## src/rtl/alu_packet_fsm.sv

```systemverilog
// alu_packet_fsm: command-packet engine between UART RX and UART TX.
// Parses opcode / reserved / len_lo / len_hi headers, then echoes the payload
// or folds little-endian DATA_W operands with ADD / XOR (and MUL when the
// ALU_MUL_EN macro is defined), streaming the result LSB first.
// Malformed packets raise a one-cycle err_o and have their payload drained.
module alu_packet_fsm #(
  parameter int unsigned DATA_W = 32,
  parameter int unsigned LEN_W  = 16
) (
  input  logic       clk_i,
  input  logic       reset_i,
  input  logic [7:0] rx_data_i,
  input  logic       rx_valid_i,
  output logic       rx_ready_o,
  output logic [7:0] tx_data_o,
  output logic       tx_valid_o,
  input  logic       tx_ready_i,
  output logic       busy_o,
  output logic       err_o
);

  localparam int unsigned       NB       = DATA_W / 8;
  localparam logic [3:0]        LAST_IDX = 4'(NB - 1);
  localparam logic [LEN_W-1:0]  NB_L     = LEN_W'(NB);
  localparam logic [LEN_W-1:0]  HDR_L    = LEN_W'(4);
  localparam logic [LEN_W-1:0]  ONE_L    = LEN_W'(1);

  localparam logic [7:0] OP_ECHO = 8'h10;
  localparam logic [7:0] OP_ADD  = 8'h20;
  localparam logic [7:0] OP_XOR  = 8'h40;
`ifdef ALU_MUL_EN
  localparam logic [7:0] OP_MUL  = 8'h30;
`endif

  typedef enum logic [3:0] {
    S_OPCODE,
    S_RSV,
    S_LENLO,
    S_LENHI,
    S_DECIDE,
    S_OPERAND,
    S_TRANSMIT,
    S_ECHO,
    S_DRAIN
  } state_t;

  state_t              state_q, state_d;
  logic [7:0]          opcode_q;
  logic [LEN_W-1:0]    len_q;
  logic [LEN_W-1:0]    cnt_q;
  logic [DATA_W-1:0]   shreg_q;
  logic [DATA_W-1:0]   acc_q;
  logic [3:0]          byte_idx_q;
  logic                first_q;
  logic [3:0]          tx_idx_q;

  logic                rx_ready_int;
  logic                rx_fire;
  logic                len_short;
  logic [LEN_W-1:0]    p_len;
  logic                p_zero;
  logic                is_echo;
  logic                is_arith;
  logic                pkt_invalid;
  logic [DATA_W-1:0]   operand_next;
  logic [DATA_W-1:0]   combined;

  // Header decode: payload length and packet validity for the decision cycle
  always_comb begin
    len_short = (len_q < HDR_L);
    p_len     = len_q - HDR_L;
    p_zero    = len_short || (p_len == '0);
    is_echo   = (opcode_q == OP_ECHO);
    is_arith  = (opcode_q == OP_ADD) || (opcode_q == OP_XOR);
`ifdef ALU_MUL_EN
    is_arith  = is_arith || (opcode_q == OP_MUL);
`endif
    pkt_invalid = len_short || !(is_echo || is_arith) ||
                  (is_arith && (p_zero || ((p_len % NB_L) != '0)));
  end

  // Operand assembly (little-endian shift-in from the top) and ALU combine
  always_comb begin
    operand_next = (shreg_q >> 8) | (DATA_W'(rx_data_i) << (DATA_W - 8));
    combined     = acc_q;
    case (opcode_q)
      OP_ADD:  combined = acc_q + operand_next;
      OP_XOR:  combined = acc_q ^ operand_next;
`ifdef ALU_MUL_EN
      OP_MUL:  combined = acc_q * operand_next;
`endif
      default: combined = acc_q;
    endcase
  end

  // RX readiness by state; Echo hands TX backpressure straight through
  always_comb begin
    rx_ready_int = 1'b0;
    case (state_q)
      S_OPCODE, S_RSV, S_LENLO, S_LENHI, S_OPERAND, S_DRAIN: rx_ready_int = 1'b1;
      S_ECHO:  rx_ready_int = tx_ready_i;
      default: rx_ready_int = 1'b0;
    endcase
    rx_fire = rx_valid_i && rx_ready_int;
  end

  // State register
  always_ff @(posedge clk_i or posedge reset_i) begin
    if (reset_i) state_q <= S_OPCODE;
    else         state_q <= state_d;
  end

  // Next-state logic
  always_comb begin
    state_d = state_q;
    case (state_q)
      S_OPCODE: if (rx_fire) state_d = S_RSV;
      S_RSV:    if (rx_fire) state_d = S_LENLO;
      S_LENLO:  if (rx_fire) state_d = S_LENHI;
      S_LENHI:  if (rx_fire) state_d = S_DECIDE;
      S_DECIDE: begin
        if (pkt_invalid)  state_d = p_zero ? S_OPCODE : S_DRAIN;
        else if (is_echo) state_d = p_zero ? S_OPCODE : S_ECHO;
        else              state_d = S_OPERAND;
      end
      S_OPERAND:  if (rx_fire && cnt_q == ONE_L) state_d = S_TRANSMIT;
      S_TRANSMIT: if (tx_ready_i && tx_idx_q == LAST_IDX) state_d = S_OPCODE;
      S_ECHO:     if (rx_fire && cnt_q == ONE_L) state_d = S_OPCODE;
      S_DRAIN:    if (rx_fire && cnt_q == ONE_L) state_d = S_OPCODE;
      default:    state_d = S_OPCODE;
    endcase
  end

  // Output logic; reset forces every output to its idle value
  always_comb begin
    rx_ready_o = rx_ready_int;
    tx_valid_o = 1'b0;
    tx_data_o  = '0;
    busy_o     = (state_q != S_OPCODE);
    err_o      = 1'b0;
    case (state_q)
      S_DECIDE:   err_o = pkt_invalid;
      S_ECHO: begin
        tx_valid_o = rx_valid_i;
        tx_data_o  = rx_data_i;
      end
      S_TRANSMIT: begin
        tx_valid_o = 1'b1;
        tx_data_o  = 8'(acc_q >> {tx_idx_q, 3'b000});
      end
      default: ;
    endcase
    if (reset_i) begin
      rx_ready_o = 1'b0;
      tx_valid_o = 1'b0;
      tx_data_o  = '0;
      busy_o     = 1'b0;
      err_o      = 1'b0;
    end
  end

  // Datapath: header capture, payload counting, operand accumulation, TX index
  always_ff @(posedge clk_i or posedge reset_i) begin
    if (reset_i) begin
      opcode_q   <= '0;
      len_q      <= '0;
      cnt_q      <= '0;
      shreg_q    <= '0;
      acc_q      <= '0;
      byte_idx_q <= '0;
      first_q    <= 1'b1;
      tx_idx_q   <= '0;
    end else begin
      case (state_q)
        S_OPCODE: if (rx_fire) opcode_q <= rx_data_i;
        S_LENLO:  if (rx_fire) len_q[7:0] <= rx_data_i;
        S_LENHI:  if (rx_fire) len_q[LEN_W-1:8] <= rx_data_i;
        S_DECIDE: begin
          cnt_q      <= p_len;
          shreg_q    <= '0;
          byte_idx_q <= '0;
          first_q    <= 1'b1;
          tx_idx_q   <= '0;
        end
        S_OPERAND: if (rx_fire) begin
          cnt_q <= cnt_q - ONE_L;
          if (byte_idx_q == LAST_IDX) begin
            byte_idx_q <= '0;
            first_q    <= 1'b0;
            shreg_q    <= '0;
            acc_q      <= first_q ? operand_next : combined;
          end else begin
            byte_idx_q <= byte_idx_q + 4'd1;
            shreg_q    <= operand_next;
          end
        end
        S_TRANSMIT: if (tx_ready_i) begin
          tx_idx_q <= (tx_idx_q == LAST_IDX) ? '0 : tx_idx_q + 4'd1;
        end
        S_ECHO, S_DRAIN: if (rx_fire) cnt_q <= cnt_q - ONE_L;
        default: ;
      endcase
    end
  end

endmodule

```

## config.mk

```make
export PLATFORM = sky130hd
export DESIGN_NAME = alu_packet_fsm
export DESIGN_NICKNAME = d
export VERILOG_FILES = /design/src/rtl/alu_packet_fsm.sv
export SDC_FILE = /design/constraint.sdc
export NUM_CORES = 1
export LEC_CHECK = 0
export BUFFER_PORTS_ARGS = -buffer_cell sky130_fd_sc_hd__buf_2
export CORE_ASPECT_RATIO = 0.6
export CORE_MARGIN = 5
export CORE_UTILIZATION = 60
export CTS_BUF_LIST = sky130_fd_sc_hd__clkbuf_8 sky130_fd_sc_hd__clkbuf_16
export DETAILED_ROUTE_END_ITERATION = 10
export PLACE_DENSITY = 0.75
export SLEW_MARGIN = 20
export SYNTH_ARGS = -nofsm -noshare
export SYNTH_HDL_FRONTEND = slang
export SYNTH_SLANG_ARGS = --single-unit
```

## constraint.sdc

```tcl
create_clock -name clk_i -period 7.2 [get_ports clk_i]
set_input_delay 0 -clock clk_i [delete_from_list [all_inputs] [get_ports clk_i]]
set_output_delay 0 -clock clk_i [all_outputs]
set_load 0.05 [all_outputs]
```

==> flow_metrics.env, run 1 <==
export IMPL_fin_crit_sh=0.442
export IMPL_power_density_nw_per_um2=319
export IMPL_peakVddDrop_mv=0.155
export IMPL_avgSynthCellArea_um2=8.91
export IMPL_antenna_diode_count=0
export IMPL_hold_class="input port to register"
export IMPL_cts_max_level=3
export IMPL_pre_cts_slack_ps=4120
export IMPL_ys_top_cells_by_area="dfrtp_1, ha_1, nand2_1, o21ai_0, a22o_1"
export IMPL_dp_final_hpwl_um=15000
export IMPL_ios=24
export IMPL_crit_type="register to register"
export IMPL_yosysTopAreaCellShare=0.367
export IMPL_fin_tns_setup_ps=0
export IMPL_viasPerCell=6.58
export IMPL_rsz0062_at_grt="false"
export IMPL_fmax_mhz=314
export IMPL_first_pass_iters=5
export IMPL_finalWirelength_um=20500
export IMPL_drive_above_1_share=0.118
export IMPL_worst_pin_slew_ps=994
export IMPL_cts_clk_slew_worst_paths_ps=80
export IMPL_core_area_um2=12000
export IMPL_dr_first_iter_drc_count=758
export IMPL_grt_usage=0.285
export IMPL_dieArea_um2=14600
export IMPL_crit_path_top_delay_cell="o41ai_2"
export IMPL_cp_start_kind="register"
export IMPL_path_depth=12
export IMPL_synth_seq_area_share=0.371
export IMPL_hold_violations=0
export IMPL_slew_violations=0
export IMPL_critPathArrivalTime_ps=3400
export IMPL_grt_max_degree=82
export IMPL_maxSlewHeadroom=0.335
export IMPL_setup_worst_path_end_class="register"
export IMPL_die_width_um=153
export IMPL_die_y_um=95.8
export IMPL_cp_max_fo=6
export IMPL_period_minus_slack_ps=3180
export IMPL_power_mw=2.52
export IMPL_grt_overflow=0
export IMPL_nFillCells=999
export IMPL_netlist_instances=826
export IMPL_grt_pass1_wl_um=32600
export IMPL_synthDistinctLibCells=67
export IMPL_maxCapViolations=0
export IMPL_fin_worst_skew_ps=8.87
export IMPL_synth_area_um2=7360
export IMPL_required_ps=7420
export IMPL_max_stage_delay_ps=400
export IMPL_yosysWarnings=0
export IMPL_synthFlopType="dfrtp_1"
export IMPL_crit_end="acc_q[28]"
export IMPL_gp_congestion=0.929
export IMPL_cts_sinks=109
export IMPL_regToRegSetupSlack_ps=4020
export IMPL_worstPathCellList="ha_1 > inv_1 > fa_1 > nand2b_1 > a211oi_2 > a2111o_1 > nand3_2 > o31ai_1 > nand2_1 > o41ai_2 > xnor2_1 > o221ai_2"
export IMPL_ys_ff_latch=109
export IMPL_reg2reg_depth=12
export IMPL_cts_buffers=9
export IMPL_fin_nets=873
export IMPL_rr_endpoint="acc_q[28]"
export IMPL_synth_top_area_cell="dfrtp_1"
export IMPL_route_detailed_wl_per_inst_um=20.6
export IMPL_antenna_found_initial=0
export IMPL_clock_latency_ps=360
export IMPL_setup_violations_final=0
export IMPL_p_leak_nw=3.60
export IMPL_crit_buf_inv=1
export IMPL_start_util=0.612
export IMPL_ys_async_sr_fraction=1.00
export IMPL_rows=31
export IMPL_syn_nets=876
export IMPL_startpoint="shreg_q[8]"
export IMPL_portBuffers=23
export IMPL_drc=0
export IMPL_cts_buffer_depth=2
export IMPL_synth_edff_count=0
export IMPL_cts_tree="built"
export IMPL_ant_nets=0
export IMPL_vias=6536
export IMPL_layout_setup_ws_ps=4020
export IMPL_clockRootBuffer="clkbuf_16"
export IMPL_area_delta_synth_final_pct=7.40
export IMPL_crit_family="compound AO/OA/AOI/OAI gates"
export IMPL_grt_pass1_vias=5955
export IMPL_reg2reg_from="shreg_q[8]"
export IMPL_status="finished clean"
Yosys cell counts (9+ instances only):
cell type	n
inv_1	16
ha_1	37
o21ai_0	78
nand2_1	106
nand3_1	15
nand4_1	9
dfrtp_1	108
a22o_1	36
xor2_1	24
mux2i_1	16
clkbuf_1	40
nor3_1	23
mux2_2	22
a21oi_1	61
nor2_1	65
xnor2_1	13
or3_1	12
a21o_1	16
where the power goes:
| part | internal (mW) | switching [mW] |
|---|---|---|
| Sequential | 0.791 | 0.251 |
| Combinational | 0.421 | 0.552 |
| Clock | 0.249 | 0.258 |
state kept, by name (all words and copies together) (netlist names):
signal	count
first_q	1
state_q	4
tx_idx_q	4
shreg_q	24
opcode_q	8
len_q	16
byte_idx_q	4
acc_q	32
cnt_q	16
metal layers:
metal,routed length (um),track usage
met5,0,0
met4,381,0.0638
met3,2390,0.0678
met2,8240,0.401
met1,9460,0.443
logic make-up (layout without fill, tap and decap cells):
family | count (synthesis) | after routing | synth area share
AOI/OAI and AO/OA | 258 | 258 | 0.232
DFF | 109 | 109 | 0.371
buffers and inverters | 63 | 65 | 0.0328
muxes | 46 | 46 | 0.0799
adders and majority gates | 38 | 38 | 0.0656
and+or+nand+nor | 275 | 275 | 0.175
xor gates and xnor gates | 37 | 37 | 0.0440
worst register-to-register path, cell delays in order, from the launching register on:
cell and delay, ps:
dfrtp_1 380, ha_1 210, inv_1 70, fa_1 380
nand2b_1 210, a211oi_2 300, a2111o_1 210, nand3_2 150
o31ai_1 280, nand2_1 150, o41ai_2 400, xnor2_1 190
o221ai_2 120
what timing repair did:
action	CTS	global route
resized for setup	0	0
hold buffers	3	0
setup buffers	0	0
endpoints found under the hold margin	31	0
through the flow:
step	util	hold slack, ps	instances	area (um^2)
after global routing	0.657	42.7	993	7900
after CTS	0.657	26.9	993	7900
final	0.657	38.3	993	7900
after detailed placement	0.629	165	974	7560
after floorplan	-	111	826	7360
after global placement	0.629	160	974	7560
worst min-delay path by stage:
stage	end	cells after the start	slack, ps	start
after CTS	acc_q[31]	2	30	rx_data_i[7]
after detailed placement	acc_q[5]	2	160	reset_i
after global placement	acc_q[7]	2	160	reset_i
after floorplan	acc_q[31]	1	110	rx_data_i[7]
after global routing	acc_q[31]	2	40	rx_data_i[7]
final	acc_q[31]	2	40	rx_data_i[7]
cell usage in the layout, fill, tap and decap left out, types with 8 or more instances in the layout:
cell,n
nand3_1,15
clkbuf_16,9
dfrtp_1,108
nor2_1,64
a21oi_1,61
ha_1,37
or3_1,12
mux2i_1,16
buf_2,23
mux2_2,22
a32oi_1,8
a21o_1,16
nand2_1,106
xnor2_1,13
a22o_1,36
o21ai_0,78
xor2_1,24
mux4_2,8
nor3_1,21
inv_1,15
nand4_1,9
cell type report:
class | count | area [um^2] | area share
multi-input combinational | 654 | 4400 | 0.557
timing repair buffer | 33 | 201 | 0.0255
tap | 165 | 206 | 0.0261
clock inverter | 7 | 77.6 | 0.00982
clock buffer | 9 | 225 | 0.0285
inverter | 16 | 62.6 | 0.00792
sequential | 109 | 2730 | 0.345
Note: power is estimated with default switching activity, not from simulation.
==> run 2, diff against run 1 <==
clock period = 3.2 ns   (was 7.2 ns; I/O delays follow)
==> flow_metrics.env, run 2 (synthesis gave the netlist of run 1 again) <==
export IMPL_p_switching_mw=2.40
export IMPL_p_comb_frac=0.388
export IMPL_clockRootBuffer="clkbuf_16"
export IMPL_p_leak_nw=3.63
export IMPL_largest_reg_flops=32
export IMPL_portBuffers=23
export IMPL_cts_sinks=109
export IMPL_finalWirelength_um=22000
export IMPL_viasPerCell=6.63
export IMPL_dp_final_hpwl_um=16000
export IMPL_power_density_nw_per_um2=715
export IMPL_internal_power_mw=3.31
export IMPL_status="finished clean"
export IMPL_hp_start="rx_data_i[2]"
export IMPL_cts_buffers=9
export IMPL_final_cell_mix="dfrtp_1, nand2_1, o21ai_0, nor2_1, a21oi_1"
export IMPL_design_area_um2=7980
export IMPL_worst_pin_slew_ps=951
export IMPL_cp_start_kind="register"
export IMPL_crit_type="register to register"
export IMPL_slew_violations=0
export IMPL_cts_max_level=3
export IMPL_fin_worst_skew_ps=6.01
export IMPL_start_util=0.612
export IMPL_maxSlewHeadroom=0.363
export IMPL_drc=0
export IMPL_hold_depth=3
export IMPL_required_ps=3430
export IMPL_dieArea_um2=14600
export IMPL_pwr_share_seq=0.414
export IMPL_power_mw=5.71
export IMPL_ant_nets=0
export IMPL_cts_clk_slew_worst_paths_ps=80
export IMPL_clkPwrFrac=0.198
export IMPL_die_width_um=153
export IMPL_top_register="acc_q"
export IMPL_critPathArrivalTime_ps=3270
export IMPL_place_area_um2=7640
export IMPL_whs_endpoint="len_q[2]"
export IMPL_grt_pass1_vias=6296
export IMPL_rr_endpoint="acc_q[24]"
export IMPL_peakVddDrop_mv=0.353
export IMPL_core_area_um2=12000
export IMPL_fin_tns_setup_ps=0
export IMPL_vias=6654
export IMPL_area_delta_synth_final_pct=8.52
export IMPL_die_y_um=95.8
export IMPL_fmax_mhz=329
export IMPL_grt_overflow=0
export IMPL_grt_usage=0.308
export IMPL_grt_max_degree=49
export IMPL_setup_worst_path_end_class="register"
export IMPL_mostFrequentLayoutCell="dfrtp_1"
export IMPL_period_minus_slack_ps=3040
export IMPL_reg2reg_depth=12
export IMPL_reg2reg_from="shreg_q[8]"
export IMPL_reg_top3="acc_q: 32 flops, shreg_q: 24 flops"
export IMPL_hold_class="input port to register"
export IMPL_grt_pass1_wl_um=35200
export IMPL_antenna_found_initial=0
export IMPL_setup_violations_final=0
export IMPL_first_pass_iters=5
export IMPL_antenna_diode_count=0
export IMPL_final_util=0.664
export IMPL_fin_nets=883
export IMPL_route_detailed_wl_per_inst_um=21.9
export IMPL_rsz0062_at_grt="false"
export IMPL_regToRegSetupSlack_ps=160
export IMPL_dr_first_iter_drc_count=658
export IMPL_clock_latency_ps=360
export IMPL_cp_max_fo=6
export IMPL_ios=24
export IMPL_rows=31
export IMPL_p_sw_frac=0.421
export IMPL_fin_crit_sh=0.951
export IMPL_maxCapViolations=0
export IMPL_hold_violations=0
export IMPL_cts_tree="built"
export IMPL_cts_buffer_depth=2
export IMPL_gp_congestion=0.950
export IMPL_drive_above_1_share=0.136
==> run 2: cell types whose count changed in the layout (fill, tap and decap cells not counted), moves of 2 or more <==
cell / delta
o31ai_2: +2
buf_4: +12
inv_8: -3
o31ai_1: -2
inv_6: +3
==> run 2: layout make-up <==
type | count | area [um^2]
Fill cell | 955 | 4040
Multi-Input combinational cell | 654 | 4420
Timing Repair Buffer | 43 | 270
Clock inverter | 6 | 52.6
Tap cell | 165 | 206
Inverter | 16 | 62.6
Sequential cell | 109 | 2730
Clock buffer | 10 | 239
==> run 2: worst max-delay path by stage <==
stage	startpoint	endpoint	slack (ps)
2_1_floorplan	reset_i	rx_ready_o	180
3_3_place_gp	acc_q[0]	acc_q[28]	210
3_5_place_dp	acc_q[0]	acc_q[28]	100
4_1_cts	acc_q[0]	acc_q[28]	40
5_1_grt	shreg_q[8]	acc_q[24]	1
6_report	shreg_q[8]	acc_q[24]	160
==> run 2: power by group through the flow <==
stage	combinational (mW)	clock, mW	sequential (mW)
final	2.21	1.13	2.37
after global routing	2.44	1.20	2.43
after CTS	2.19	1.15	2.34
after detailed placement	2.18	0	2.37
after global placement	2.11	0	2.34
after floorplan	1.82	0	2.10
==> run 2: stage by stage <==
step | hold slack, ps | cells | setup slack [ps]
floorplan | 111 | 826 | 183
global placement | 177 | 984 | 212
detailed placement | 181 | 984 | 100
CTS | 15.6 | 1002 | 44.5
global route | 39.8 | 1003 | 1.02
finish | 15.7 | 1003 | 156
==> run 2: worst max-delay path: stages, from the launching register on <==
cell and delay [ps]:
dfrtp_1 400, ha_2 230, inv_1 60, fa_1 390, nand2b_2 250, a211oi_4 310, a2111o_1 210, nand3_2 140
o31ai_2 240, nand2_2 120, o31ai_2 280, xnor2_1 160, o221ai_1 130
==> run 2: routing by layer <==
layer	up-vias	global-route usage	routed length [um]	part of all wire
met5	-	0	0	0
li1	3054	-	-	-
met4	0	0.0838	431	0.020
met2	332	0.429	8920	0.41
met3	43	0.0943	2360	0.11
met1	3225	0.463	10300	0.47
==> run 2: repair_timing <==
item                       4_1_cts  5_1_grt
hold endpoints to repair        30        0
setup endpoints to repair        0        4
setup buffers                    0        1
gates resized for setup          0        7
hold buffers                     2        0
